$ cat src/rtl/cmul_job_arbiter_pkg.sv
// Shared types and constants for the two-requester complex-multiply job arbiter.
package cmul_job_arbiter_pkg;

   typedef enum logic [1:0] {
      IDLE    = 2'd0,
      SEND    = 2'd1,
      COLLECT = 2'd2
   } state_t;

   localparam int N_WORDS = 4;
   localparam int N_RES   = 3;

   localparam logic MODE_CMUL   = 1'b0;
   localparam logic MODE_MINMAX = 1'b1;

endpackage

$ cat src/rtl/cmul_job_arbiter_if.sv
// Requester, engine and result signals of the job arbiter; master is the arbiter side.
interface cmul_job_arbiter_if #(
   parameter int DW = 16,
   parameter int OW = 36
);
   logic              req0_valid;
   logic              req0_mode;
   logic [4*DW-1:0]   req0_data;
   logic              req0_ready;
   logic              req1_valid;
   logic              req1_mode;
   logic [4*DW-1:0]   req1_data;
   logic              req1_ready;
   logic              eng_in_valid;
   logic [DW-1:0]     eng_in;
   logic              eng_in_mode;
   logic              eng_out_valid;
   logic [OW-1:0]     eng_out;
   logic              res_valid;
   logic              res_id;
   logic [1:0]        res_idx;
   logic [OW-1:0]     res_data;
   logic              busy;
   logic              err;

   modport master (
      input  req0_valid, req0_mode, req0_data,
      input  req1_valid, req1_mode, req1_data,
      input  eng_out_valid, eng_out,
      output req0_ready, req1_ready,
      output eng_in_valid, eng_in, eng_in_mode,
      output res_valid, res_id, res_idx, res_data,
      output busy, err
   );

   modport slave (
      output req0_valid, req0_mode, req0_data,
      output req1_valid, req1_mode, req1_data,
      output eng_out_valid, eng_out,
      input  req0_ready, req1_ready,
      input  eng_in_valid, eng_in, eng_in_mode,
      input  res_valid, res_id, res_idx, res_data,
      input  busy, err
   );
endinterface

$ cat src/rtl/cmul_job_arbiter_rr_pick2.sv
// Two-way round-robin selector: on contention the requester that was not granted last wins.
module rr_pick2 (
   input  logic       i_valid0,
   input  logic       i_valid1,
   input  logic       i_last,
   output logic [1:0] o_grant
);

   // one-hot grant; i_last = 1 means requester 1 was served most recently
   always_comb begin
      o_grant = 2'b00;
      if (i_valid0 && (!i_valid1 || i_last)) begin
         o_grant = 2'b01;
      end else if (i_valid1) begin
         o_grant = 2'b10;
      end else begin
         o_grant = 2'b00;
      end
   end

endmodule

$ cat src/rtl/cmul_job_arbiter.sv
// Shares one engine between two requesters: grants a whole job, streams its four words,
// then forwards the three results tagged with owner and index.
module cmul_job_arbiter
   import cmul_job_arbiter_pkg::*;
#(
   parameter int DW       = 16,
   parameter int OW       = 36,
   parameter int WAIT_MAX = 16
) (
   input  logic               clk,
   input  logic               rst_n,
   cmul_job_arbiter_if.master bus
);

   localparam int          TW        = $clog2(WAIT_MAX + 1);
   localparam logic [1:0]  LAST_WORD = 2'(N_WORDS - 1);
   localparam logic [1:0]  LAST_RES  = 2'(N_RES - 1);

   state_t                 r_state,  w_state_nxt;
   logic [1:0]             r_wc,     w_wc_nxt;
   logic [1:0]             r_rc,     w_rc_nxt;
   logic [TW-1:0]          r_timer,  w_timer_nxt;
   logic                   r_mode,   w_mode_nxt;
   logic [N_WORDS*DW-1:0]  r_data,   w_data_nxt;
   logic                   r_owner,  w_owner_nxt;
   logic                   r_last_grant, w_last_grant_nxt;
   logic                   r_eng_in_valid, w_eng_in_valid_nxt;
   logic [DW-1:0]          r_eng_in,       w_eng_in_nxt;
   logic                   r_eng_in_mode,  w_eng_in_mode_nxt;
   logic                   r_res_valid,    w_res_valid_nxt;
   logic                   r_res_id,       w_res_id_nxt;
   logic [1:0]             r_res_idx,      w_res_idx_nxt;
   logic [OW-1:0]          r_res_data,     w_res_data_nxt;
   logic                   r_err,          w_err_nxt;

   logic [1:0]             w_grant;
   logic                   w_sel_mode;
   logic [N_WORDS*DW-1:0]  w_sel_data;

   function automatic logic [DW-1:0] word_sel(input logic [N_WORDS*DW-1:0] d,
                                              input logic [1:0]            k);
      word_sel = d[DW*int'(k) +: DW];
   endfunction

   rr_pick2 u_pick (
      .i_valid0 (bus.req0_valid),
      .i_valid1 (bus.req1_valid),
      .i_last   (r_last_grant),
      .o_grant  (w_grant)
   );

   assign w_sel_mode     = w_grant[1] ? bus.req1_mode : bus.req0_mode;
   assign w_sel_data     = w_grant[1] ? bus.req1_data : bus.req0_data;

   assign bus.req0_ready   = (r_state == IDLE) & w_grant[0];
   assign bus.req1_ready   = (r_state == IDLE) & w_grant[1];
   assign bus.eng_in_valid = r_eng_in_valid;
   assign bus.eng_in       = r_eng_in;
   assign bus.eng_in_mode  = r_eng_in_mode;
   assign bus.res_valid    = r_res_valid;
   assign bus.res_id       = r_res_id;
   assign bus.res_idx      = r_res_idx;
   assign bus.res_data     = r_res_data;
   // busy also covers the cycle the final result is still on the output
   assign bus.busy         = (r_state != IDLE) | r_res_valid;
   assign bus.err          = r_err;

   // next-state and next-output logic
   always_comb begin
      w_state_nxt        = r_state;
      w_wc_nxt           = r_wc;
      w_rc_nxt           = r_rc;
      w_timer_nxt        = r_timer;
      w_mode_nxt         = r_mode;
      w_data_nxt         = r_data;
      w_owner_nxt        = r_owner;
      w_last_grant_nxt   = r_last_grant;
      w_eng_in_valid_nxt = 1'b0;
      w_eng_in_nxt       = {DW{1'b0}};
      w_eng_in_mode_nxt  = r_eng_in_mode;
      w_res_valid_nxt    = 1'b0;
      w_res_id_nxt       = r_res_id;
      w_res_idx_nxt      = r_res_idx;
      w_res_data_nxt     = r_res_data;
      w_err_nxt          = r_err;

      case (r_state)
         IDLE: begin
            if (bus.eng_out_valid) begin
               w_err_nxt = 1'b1;
            end else begin
               w_err_nxt = r_err;
            end
            if (w_grant != 2'b00) begin
               w_mode_nxt         = (w_sel_mode == MODE_MINMAX) ? MODE_MINMAX : MODE_CMUL;
               w_data_nxt         = w_sel_data;
               w_owner_nxt        = w_grant[1];
               w_last_grant_nxt   = w_grant[1];
               w_wc_nxt           = 2'd0;
               w_eng_in_valid_nxt = 1'b1;
               w_eng_in_nxt       = word_sel(w_sel_data, 2'd0);
               w_eng_in_mode_nxt  = w_sel_mode;
               w_state_nxt        = SEND;
            end else begin
               w_state_nxt        = IDLE;
            end
         end
         SEND: begin
            if (bus.eng_out_valid) begin
               w_err_nxt = 1'b1;
            end else begin
               w_err_nxt = r_err;
            end
            // r_wc is the word currently on eng_in
            if (r_wc == LAST_WORD) begin
               w_rc_nxt    = 2'd0;
               w_timer_nxt = {TW{1'b0}};
               w_state_nxt = COLLECT;
            end else begin
               w_wc_nxt           = r_wc + 2'd1;
               w_eng_in_valid_nxt = 1'b1;
               w_eng_in_nxt       = word_sel(r_data, r_wc + 2'd1);
               w_eng_in_mode_nxt  = r_mode;
            end
         end
         COLLECT: begin
            if (bus.eng_out_valid) begin
               w_res_valid_nxt = 1'b1;
               w_res_data_nxt  = bus.eng_out;
               w_res_idx_nxt   = r_rc;
               w_res_id_nxt    = r_owner;
               w_timer_nxt     = {TW{1'b0}};
               if (r_rc == LAST_RES) begin
                  w_rc_nxt    = 2'd0;
                  w_state_nxt = IDLE;
               end else begin
                  w_rc_nxt    = r_rc + 2'd1;
               end
            end else if (r_timer == TW'(WAIT_MAX)) begin
               w_err_nxt   = 1'b1;
               w_rc_nxt    = 2'd0;
               w_timer_nxt = {TW{1'b0}};
               w_state_nxt = IDLE;
            end else begin
               w_timer_nxt = r_timer + TW'(1);
            end
         end
         default: begin
            w_state_nxt = IDLE;
         end
      endcase
   end

   // state and output registers with synchronous active-low reset
   always_ff @(posedge clk) begin
      if (!rst_n) begin
         r_state        <= IDLE;
         r_wc           <= 2'd0;
         r_rc           <= 2'd0;
         r_timer        <= {TW{1'b0}};
         r_mode         <= MODE_CMUL;
         r_data         <= {(N_WORDS*DW){1'b0}};
         r_owner        <= 1'b0;
         r_last_grant   <= 1'b1;
         r_eng_in_valid <= 1'b0;
         r_eng_in       <= {DW{1'b0}};
         r_eng_in_mode  <= MODE_CMUL;
         r_res_valid    <= 1'b0;
         r_res_id       <= 1'b0;
         r_res_idx      <= 2'd0;
         r_res_data     <= {OW{1'b0}};
         r_err          <= 1'b0;
      end else begin
         r_state        <= w_state_nxt;
         r_wc           <= w_wc_nxt;
         r_rc           <= w_rc_nxt;
         r_timer        <= w_timer_nxt;
         r_mode         <= w_mode_nxt;
         r_data         <= w_data_nxt;
         r_owner        <= w_owner_nxt;
         r_last_grant   <= w_last_grant_nxt;
         r_eng_in_valid <= w_eng_in_valid_nxt;
         r_eng_in       <= w_eng_in_nxt;
         r_eng_in_mode  <= w_eng_in_mode_nxt;
         r_res_valid    <= w_res_valid_nxt;
         r_res_id       <= w_res_id_nxt;
         r_res_idx      <= w_res_idx_nxt;
         r_res_data     <= w_res_data_nxt;
         r_err          <= w_err_nxt;
      end
   end

endmodule

$ cat src/flat_wrapper.sv
// flat-port wrapper written by rule: the top's interface ports become plain ports
module cmul_job_arbiter_flat import cmul_job_arbiter_pkg::*;
#(
   parameter int DW       = 16,
   parameter int OW       = 36,
   parameter int WAIT_MAX = 16
)
  (clk, rst_n, bus_req0_valid, bus_req0_mode, bus_req0_data, bus_req1_valid, bus_req1_mode, bus_req1_data, bus_eng_out_valid, bus_eng_out, bus_req0_ready, bus_req1_ready, bus_eng_in_valid, bus_eng_in, bus_eng_in_mode, bus_res_valid, bus_res_id, bus_res_idx, bus_res_data, bus_busy, bus_err);
  cmul_job_arbiter_if #(.DW(DW), .OW(OW)) bus_i ();
  input  logic clk;
  input  logic rst_n;
  input wire logic [$bits(bus_i.req0_valid)-1:0] bus_req0_valid;
  input wire logic [$bits(bus_i.req0_mode)-1:0] bus_req0_mode;
  input wire logic [$bits(bus_i.req0_data)-1:0] bus_req0_data;
  input wire logic [$bits(bus_i.req1_valid)-1:0] bus_req1_valid;
  input wire logic [$bits(bus_i.req1_mode)-1:0] bus_req1_mode;
  input wire logic [$bits(bus_i.req1_data)-1:0] bus_req1_data;
  input wire logic [$bits(bus_i.eng_out_valid)-1:0] bus_eng_out_valid;
  input wire logic [$bits(bus_i.eng_out)-1:0] bus_eng_out;
  output wire logic [$bits(bus_i.req0_ready)-1:0] bus_req0_ready;
  output wire logic [$bits(bus_i.req1_ready)-1:0] bus_req1_ready;
  output wire logic [$bits(bus_i.eng_in_valid)-1:0] bus_eng_in_valid;
  output wire logic [$bits(bus_i.eng_in)-1:0] bus_eng_in;
  output wire logic [$bits(bus_i.eng_in_mode)-1:0] bus_eng_in_mode;
  output wire logic [$bits(bus_i.res_valid)-1:0] bus_res_valid;
  output wire logic [$bits(bus_i.res_id)-1:0] bus_res_id;
  output wire logic [$bits(bus_i.res_idx)-1:0] bus_res_idx;
  output wire logic [$bits(bus_i.res_data)-1:0] bus_res_data;
  output wire logic [$bits(bus_i.busy)-1:0] bus_busy;
  output wire logic [$bits(bus_i.err)-1:0] bus_err;
  assign bus_i.req0_valid = bus_req0_valid;
  assign bus_i.req0_mode = bus_req0_mode;
  assign bus_i.req0_data = bus_req0_data;
  assign bus_i.req1_valid = bus_req1_valid;
  assign bus_i.req1_mode = bus_req1_mode;
  assign bus_i.req1_data = bus_req1_data;
  assign bus_i.eng_out_valid = bus_eng_out_valid;
  assign bus_i.eng_out = bus_eng_out;
  assign bus_req0_ready = bus_i.req0_ready;
  assign bus_req1_ready = bus_i.req1_ready;
  assign bus_eng_in_valid = bus_i.eng_in_valid;
  assign bus_eng_in = bus_i.eng_in;
  assign bus_eng_in_mode = bus_i.eng_in_mode;
  assign bus_res_valid = bus_i.res_valid;
  assign bus_res_id = bus_i.res_id;
  assign bus_res_idx = bus_i.res_idx;
  assign bus_res_data = bus_i.res_data;
  assign bus_busy = bus_i.busy;
  assign bus_err = bus_i.err;
  cmul_job_arbiter #(.DW(DW), .OW(OW), .WAIT_MAX(WAIT_MAX)) u_core (.clk(clk), .rst_n(rst_n), .bus(bus_i));
endmodule
$ cat config.mk
export PLATFORM = sky130hd
export DESIGN_NAME = cmul_job_arbiter_flat
export DESIGN_NICKNAME = d
export VERILOG_FILES = /design/src/rtl/cmul_job_arbiter_pkg.sv /design/src/rtl/cmul_job_arbiter_if.sv /design/src/rtl/cmul_job_arbiter_rr_pick2.sv /design/src/rtl/cmul_job_arbiter.sv /design/src/flat_wrapper.sv
export SDC_FILE = /design/constraint.sdc
export NUM_CORES = 1
export LEC_CHECK = 0
export BUFFER_PORTS_ARGS = -buffer_cell sky130_fd_sc_hd__buf_2
export CAP_MARGIN = 20
export CORE_ASPECT_RATIO = 1.75
export CORE_MARGIN = 10
export CORE_UTILIZATION = 25
export CTS_BUF_LIST = sky130_fd_sc_hd__clkbuf_8
export DETAILED_ROUTE_END_ITERATION = 6
export SLEW_MARGIN = 15
export SYNTH_ARGS = -nofsm -noshare
export SYNTH_HDL_FRONTEND = slang
export SYNTH_HIERARCHICAL = 1
export SYNTH_SLANG_ARGS = --single-unit
$ cat constraint.sdc
create_clock -name clk -period 4.3 [get_ports clk]
set_input_delay 0.645 -clock clk [delete_from_list [all_inputs] [get_ports clk]]
set_output_delay 0.645 -clock clk [all_outputs]
set_load 0.005 [all_outputs]
==> qor.txt, run 1 <==
Initial drt markers = 252
Number of synthesized flops with an enable pin = 0
Filler cells = 2633
Ys async rst share = 0%
Total CTS buffers = 17
Hold path depth = 3
Routed wire length = 21.19 mm
Reg area = 2743 um2
Die extent in x = 138.2 um
CP Class = register to output pin
Top_reg_cell synth = dfxtp_1
Synth-to-layout area growth = 28.70%
Crit Reg-Reg Endpoint = u_core/r_data[4]
Die area = 31350 um2
Commonest non-fill, non-tap cell in the layout = buf_2
Fin nets = 1015
Sequential area share after synthesis = 44.87%
Hold Crit Class = input port to register
Post-Route M1 WL = 8.384 mm
Cell variety after synth = 47
Port Buf Inserts = 232
Max Fclk = 354.4 MHz
Final setup fails = 0
Period utilisation layout = 65.62%
Most frequent cells in the layout = buf_2 (232), dfxtp_1 (137), a21oi_1 (112)
Dpl hpwl = 15.74 mm
Overall routing resource usage = 13.39%
Met3 routed WL = 1.268 mm
Worst Path Arrival = 2180 ps
Met2 routed WL = 10.95 mm
Fin Clk Skew = 11.82 ps
Post-DRT Antenna Nets = 0
RSZ-0062 raised after global routing = false
PostCTS Resize Cnt = 0
H-tree level count = 4
# IOs = 233
Share of cells above drive strength 1 = 35.40%
Number of max-cap violations = 0
Area of the multi-input gates = 2954 um2
Max IR drop VDD = 0.2656 mV
CTS Sinks = 137
Row count = 75
Setup TNS = 0 ps
Slew headroom = 29.98%
Worst hold slack = 399.3 ps
CTS Root Cell = clkbuf_8
Reg2Reg Depth = 5
Final Critical Period = 2822 ps
Grt ovf = 0
Worst setup EP type = output pin
Static leakage = 3.291 nW
Hold bufs inserted after CTS = 0
Fin. Hold Viols = 0
Post-Syn Nets = 813
Core footprint = 24020 um2
Worst hold start = bus_eng_out[21]
Top layer reached by signal wires = met4
Cell Area, Synth = 6112 um2
Clk Latency, worst-skew pair = 470 ps
Launch point of the worst reg-to-reg path = u_core/r_last_grant
Initial antenna violation count = 1
# DRC = 0
Power Density = 452.6 nW/um2
R2R Setup Slk = 1890 ps
First-pass DRT Iterations = 4
CP startpoint kind = register
Routed wire per std cell = 18.24 um
Syn Area/Cell = 9.580 um2
Vias in the first global route = 5821
Synth Warn # = 6
Worst-Margin Slew = 1050 ps
CP max FO = 66
Final core utilization = 32.74%
CTS tree = built
First-pass GRT wire length = 32.79 mm
Vias = 5516
Outcome = finished, final reports clean
Clk pin slew, worst setup/hold paths = 80 ps
CP Data Required Time = 3650 ps
Synth Instances = 638
Vias per cell = 4.747
Max Slew Vio Count = 0
Number of synthesized register bits = 137
Global placement routability congestion = 0.7895
WHS Endpoint = u_core/bus.res_data[21]
Largest net degree at the start of global routing = 93
Setup bufs post-CTS = 0
Die Ht = 226.8 um
CTS max path bufs = 2
Starting Density = 25.44%
[through the flow]
stage	total power, mW	worst slack [ps]	std cells	cell area (um2)
detailed placement	2.379	1454	1129	7411
global route	3.769	1285	1162	7866
floorplan	2.099	2198	638	6112
CTS	3.628	1383	1161	7864
finish	3.560	1478	1162	7866
global placement	2.368	1549	1129	7411
[synthesized netlist by cell type, drive strengths merged, types with 2 or more instances]
master	n	share of area [%]
a21oi	112	9.2
a311oi	3	0.43
nor2	8	0.61
mux2i	64	10
or2	2	0.20
mux4	16	5.9
inv	24	1.5
o21ai	2	0.16
nand2	88	5.4
nand2b	3	0.31
a21boi	2	0.25
nand3b	5	0.61
ha	4	0.82
clkbuf	18	1.3
nand3	8	0.66
dfxtp	137	45
o22ai	17	1.7
xor2	2	0.29
nor3b	2	0.61
or3b	2	0.29
a211oi	65	8.2
buf	41	4.3
[worst max-delay path by stage]
stage | startpoint | endpoint | slack, ps | depth (start not counted)
finish | u_core/r_state[1] | bus_req1_ready | 1480 | 5
global route | u_core/r_state[1] | bus_req1_ready | 1280 | 5
CTS | u_core/r_state[1] | bus_req1_ready | 1380 | 5
detailed placement | bus_req0_valid | u_core/r_data[2] | 1450 | 6
global placement | bus_req0_valid | u_core/r_data[1] | 1550 | 6
floorplan | bus_req1_valid | bus_req1_ready | 2200 | 6
[sequential cells by signal, summed over array words and instances, names as in the netlist]
signal and flops:
u_core/bus.res_id 1, u_core/bus.res_valid 1, u_core/r_owner 1, u_core/r_timer 5, u_core/bus.eng_in_mode 1, u_core/r_data 64
u_core/bus.eng_in_valid 1, u_core/bus.res_idx 2, u_core/bus.eng_in 16, u_core/bus.err 1, u_core/r_state 2, u_core/r_mode 1
u_core/r_last_grant 1, u_core/r_rc 2, u_core/r_wc 2, u_core/bus.res_data 36
[layout make-up]
class / instances / share of cell area (%)
Multi-Input combinational cell: 418 / 37.55
Sequential cell: 137 / 34.87
Timing Repair Buffer: 242 / 15.72
Tap cell: 308 / 4.899
Clock buffer: 18 / 3.149
Clock inverter: 14 / 2.609
Inverter: 24 / 1.177
Antenna cell: 1 / 0.03181
[logic make-up after synthesis]
kind of cell	Yosys count	share of synthesized area (%)
AO/OA/AOI/OAI	209	21.02
adder cells (fa/ha/maj)	4	0.8189
multiplexers	81	16.56
buffers and inverters	83	7.124
AND/OR/NAND/NOR	122	9.315
flip-flops	137	44.87
XOR/XNOR	2	0.2866
[critical path, stage by stage, from the launching register on]
cell and delay (ps):
dfxtp_1 490, nor2_4 180, buf_4 600, nand2_1 220, inv_1 80, buf_2 110
[routing by layer]
metal	track usage [%]	vias to the layer above
met5	0	-
met4	6.177	0
met3	4.210	29
met2	23.43	187
met1	14.42	2584
li1	-	2716
[where the power goes]
group,switching [mW],internal (mW)
registers,0.107,1.42
logic,0.445,0.358
clock network,0.526,0.699
Power figures use the tool's default switching activity.
==> run 2, diff against run 1 <==
==> constraint.sdc (replaced) <==
create_clock -name clk -period 3 [get_ports clk]
set_input_delay 0.45 -clock clk [delete_from_list [all_inputs] [get_ports clk]]
set_output_delay 0.45 -clock clk [all_outputs]
set_load 0.005 [all_outputs]
==> qor.txt, run 2 (synthesis gave the netlist of run 1 again) <==
Die area = 31350 um2
CP Data Required Time = 2550 ps
Crit-path cells = inv_1, a21boi_1, or3b_2, inv_1, buf_2
Row count = 75
Die Ht = 226.8 um
Worst hold slack = 223.2 ps
# IOs = 233
Clk pin slew, worst setup/hold paths = 80 ps
Global placement routability congestion = 0.7507
Initial antenna violation count = 3
Final setup fails = 0
H-tree level count = 4
Fin Clk Skew = 11.08 ps
CP max FO = 4
CP Class = register to output pin
Setup TNS = 0 ps
Slew headroom = 47.98%
Largest register FFs = 64
Overall routing resource usage = 13.54%
Max Fclk = 431.1 MHz
Vias per cell = 4.754
Largest net degree at the start of global routing = 66
Launch point of the worst reg-to-reg path = u_core/r_state[1]
Final Critical Period = 2320 ps
Hold Crit Class = input port to register
Fin. Hold Viols = 0
Max incr delay on CP = 520 ps
Fin area = 7883 um2
Post-DRT Antenna Nets = 0
Commonest non-fill, non-tap cell in the layout = buf_2
Share of cells above drive strength 1 = 35.56%
CP startpoint kind = register
First-pass DRT Iterations = 4
Outcome = finished, final reports clean
# DRC = 0
Power Density = 624.3 nW/um2
Core footprint = 24020 um2
Die extent in x = 138.2 um
CTS max path bufs = 2
Most flop-heavy register = u_core/r_data
Dpl hpwl = 16.24 mm
Reg2Reg Depth = 3
Synth-to-layout area growth = 28.97%
Period utilisation layout = 77.33%
PostCTS Resize Cnt = 0
Clock power share = 31.6%
Grt ovf = 0
Initial drt markers = 259
Worst-Margin Slew = 778.1 ps
Fin nets = 1017
Crit path max-delay family = simple AND/OR/NAND/NOR gates
Hold path depth = 3
Port Buf Inserts = 232
Share of power burned in combinational logic = 23.7%
First-pass GRT wire length = 33.30 mm
CTS tree = built
Worst Path Arrival = 1870 ps
Static leakage = 3.292 nW
CTS Sinks = 137
Net Sw Frac = 31.59%
Worst setup EP type = output pin
Routed wire per std cell = 18.55 um
Max Slew Vio Count = 0
Total CTS buffers = 17
Hold bufs inserted after CTS = 0
Critical path's most frequent cell = inv_1
Buf/Inv on CP = 3
Max IR drop VDD = 0.2685 mV
Clk Latency, worst-skew pair = 450 ps
P_int = 3.367 mW
Routed wire length = 21.61 mm
Vias = 5538
RSZ-0062 raised after global routing = false
Flop pwr share = 44.7%
Starting Density = 25.44%
Crit Reg-Reg Endpoint = u_core/r_state[1]
Net Switching = 1.554 mW
CTS Root Cell = clkbuf_8
R2R Setup Slk = 1000 ps
Layout Cells excl Fill = 1165
Most frequent cells in the layout = buf_2 (232), dfxtp_1 (137), a21oi_1 (112)
Placed Area = 7476 um2
Slowest CP cell = or3b_2
Worst hold start = bus_eng_out[0]
Setup bufs post-CTS = 0
Number of max-cap violations = 0
Vias in the first global route = 5851
Placed insts = 1131
WHS Endpoint = u_core/bus.res_data[0]
## run 2: cell count changes in the layout (fill, tap and decap cells not counted), sizes merged
cell	previous run	this run
bufinv	5	2
buf	242	244
clkinvlp	2	3
diode	1	2
clkbuf	18	20
## run 2: power groups by stage
stage | registers [mW] | clock network (mW) | logic, mW
2_1_floorplan | 2.17 | 0 | 0.843
3_3_place_gp | 2.24 | 0 | 1.16
6_report | 2.20 | 1.55 | 1.17
4_1_cts | 2.20 | 1.62 | 1.18
5_1_grt | 2.22 | 1.70 | 1.29
3_5_place_dp | 2.24 | 0 | 1.18
## run 2: cell type report
cell class / count / area, um2
fill: 2594 / 16140
timing repair buffer: 244 / 1301
clock buffer: 20 / 275.3
sequential: 137 / 2743
tap: 308 / 385.4
clock inverter: 12 / 126.4
inverter: 24 / 92.59
antenna: 2 / 5.005
multi-input combinational: 418 / 2954
## run 2: worst max path at each step
stage,to,startpoint,cells after the start
finish,bus_req0_ready,u_core/r_last_grant,5
global route,bus_req0_ready,u_core/r_last_grant,5
CTS,bus_req0_ready,u_core/r_last_grant,5
detailed placement,u_core/bus.eng_in[14],bus_req0_valid,6
global placement,u_core/bus.eng_in[14],bus_req0_valid,6
floorplan,bus_req1_ready,bus_req1_valid,6
## run 2: worst register-to-register path, stage by stage, from the launching register on
cell,delay [ps]
dfxtp_1,690
and3b_2,700
o21ai_0,230
a311oi_1,290
## run 2: per-layer routing
metal | vias up | routed length, um | global-route usage [%]
li1 | 2717 | - | -
met5 | - | 12 | 0
met2 | 205 | 11350 | 24.03
met4 | 2 | 733 | 6.894
met3 | 28 | 1160 | 4.064
met1 | 2586 | 8356 | 14.18
## run 2: stage by stage
| step | setup slack, ps | util [%] | total power [mW] |
|---|---|---|---|
| 2_1_floorplan | 1288 | - | 3.009 |
| 3_3_place_gp | 843.8 | 31.12 | 3.398 |
| 3_5_place_dp | 773.3 | 31.12 | 3.419 |
| 4_1_cts | 622.4 | 32.79 | 5.005 |
| 5_1_grt | 551.6 | 32.80 | 5.219 |
| 6_report | 680.2 | 32.81 | 4.921 |
==> run 3, diff against run 2 <==
==> constraint.sdc (replaced) <==
create_clock -name clk -period 2.32 [get_ports clk]
set_input_delay 0.348 -clock clk [delete_from_list [all_inputs] [get_ports clk]]
set_output_delay 0.348 -clock clk [all_outputs]
set_load 0.005 [all_outputs]
==> qor.txt, run 3 (synthesis gave the netlist of run 1 again) <==
Die Ht = 226.8 um
Worst-Margin Slew = 532.8 ps
Hold Crit Class = input port to register
Slowest CP cell = or3b_2
Die extent in x = 138.2 um
RSZ-0062 raised after global routing = false
Max Fclk = 449.8 MHz
Number of max-cap violations = 0
PostCTS Resize Cnt = 0
H-tree level count = 4
Grt ovf = 0
Vias = 5553
Total CTS buffers = 17
Fin Clk Skew = 11.90 ps
Final setup fails = 0
Final core utilization = 32.99%
Final Critical Period = 2223 ps
Setup bufs post-CTS = 0
Overall routing resource usage = 13.27%
Post-DRT Antenna Nets = 0
Vias in the first global route = 5755
Max Slew Vio Count = 0
Critical path's most frequent cell = inv_1
Filler cells = 2560
Area of the multi-input gates = 2954 um2
Outcome = finished, final reports clean
Largest register FFs = 64
CTS max path bufs = 2
CP Class = register to output pin
Initial antenna violation count = 4
Most flop-heavy register = u_core/r_data
Row count = 75
Placed Area = 7518 um2
Routed wire length = 21.36 mm
DP Worst Slack = 502.6 ps
Dpl hpwl = 16.18 mm
CTS Root Cell = clkbuf_8
Routed wire per std cell = 18.27 um
Worst Path Arrival = 1880 ps
# DRC = 0
Reg area = 2743 um2
Fin. Hold Viols = 0
Most frequent cells in the layout = buf_2 (232), dfxtp_1 (137), a21oi_1 (112)
Global placement routability congestion = 0.7508
Initial drt markers = 246
First-pass DRT Iterations = 5
CP max FO = 4
Max IR drop VDD = 0.3451 mV
CTS tree = built
Core footprint = 24020 um2
CTS Sinks = 137
Buf/Inv on CP = 3
Share of cells above drive strength 1 = 36.09%
Hold bufs inserted after CTS = 0
First-pass GRT wire length = 32.95 mm
Vias per cell = 4.750
Commonest non-fill, non-tap cell in the layout = buf_2
# IOs = 233
Fin nets = 1021
Worst setup EP type = output pin
Starting Density = 25.44%
Static leakage = 3.295 nW
Clk Latency, worst-skew pair = 450 ps
Synth-to-layout area growth = 29.66%
Largest net degree at the start of global routing = 66
Power Density = 805.3 nW/um2
Setup TNS = 0 ps
Clk pin slew, worst setup/hold paths = 80 ps
Port Buf Inserts = 232
Slew headroom = 64.43%
CP Data Required Time = 1970 ps
Crit-path cells = inv_1, a21boi_1, or3b_2, inv_1, buf_2
CP startpoint kind = register
Max incr delay on CP = 510 ps
Crit path max-delay family = simple AND/OR/NAND/NOR gates
Die area = 31350 um2
Worst Slack Setup Final = 96.98 ps
Fin area = 7925 um2
Period utilisation layout = 95.82%
==> run 3: cell type report <==
type | count | share of cell area (%)
Sequential cell | 137 | 34.61
Clock inverter | 15 | 2.116
Clock buffer | 17 | 2.952
Tap cell | 308 | 4.863
Inverter | 24 | 1.168
Timing Repair Buffer | 248 | 16.96
Multi-Input combinational cell | 418 | 37.27
Antenna cell | 2 | 0.06315
==> run 3: metrics by stage <==
step	instances	hold slack, ps	total power [mW]
after global placement	1135	439.1	4.420
after CTS	1167	69.79	6.503
after global routing	1169	73.91	6.764
after floorplan	638	432.1	3.891
after detailed placement	1135	443.2	4.449
final	1169	124.4	6.382
==> run 3: per-layer routing <==
layer  vias up  GRT usage [%]  routed length, um
li1       2730              -                  -
met1      2611          13.96               8319
met2       181          24.04              11330
met3        27          4.064               1234
met4         4          5.324                455
met5         -              0                 17
==> run 3: final timing paths <==
path	from	to	slack, ps	cells past startpoint
hold reg to reg	u_core/bus.res_data[1]	u_core/bus.res_data[1]	450	2
setup reg to reg	u_core/r_wc[1]	u_core/bus.eng_in[11]	520	5
hold / removal	bus_eng_out[5]	u_core/bus.res_data[5]	120	3
setup / recovery	u_core/r_last_grant	bus_req0_ready	100	5
==> run 3: worst min-delay path: stages <==
cell and delay (ps):
buf_2 90, nand2_1 40, a21oi_1 50
==> run 3: where the power goes <==
part | switching, mW | internal, mW | leakage (nW)
Clock | 1.04 | 0.974 | 0.186
Sequential | 0.199 | 2.64 | 1.12
Combinational | 0.835 | 0.698 | 1.98
Total | 2.07 | 4.31 | 3.30
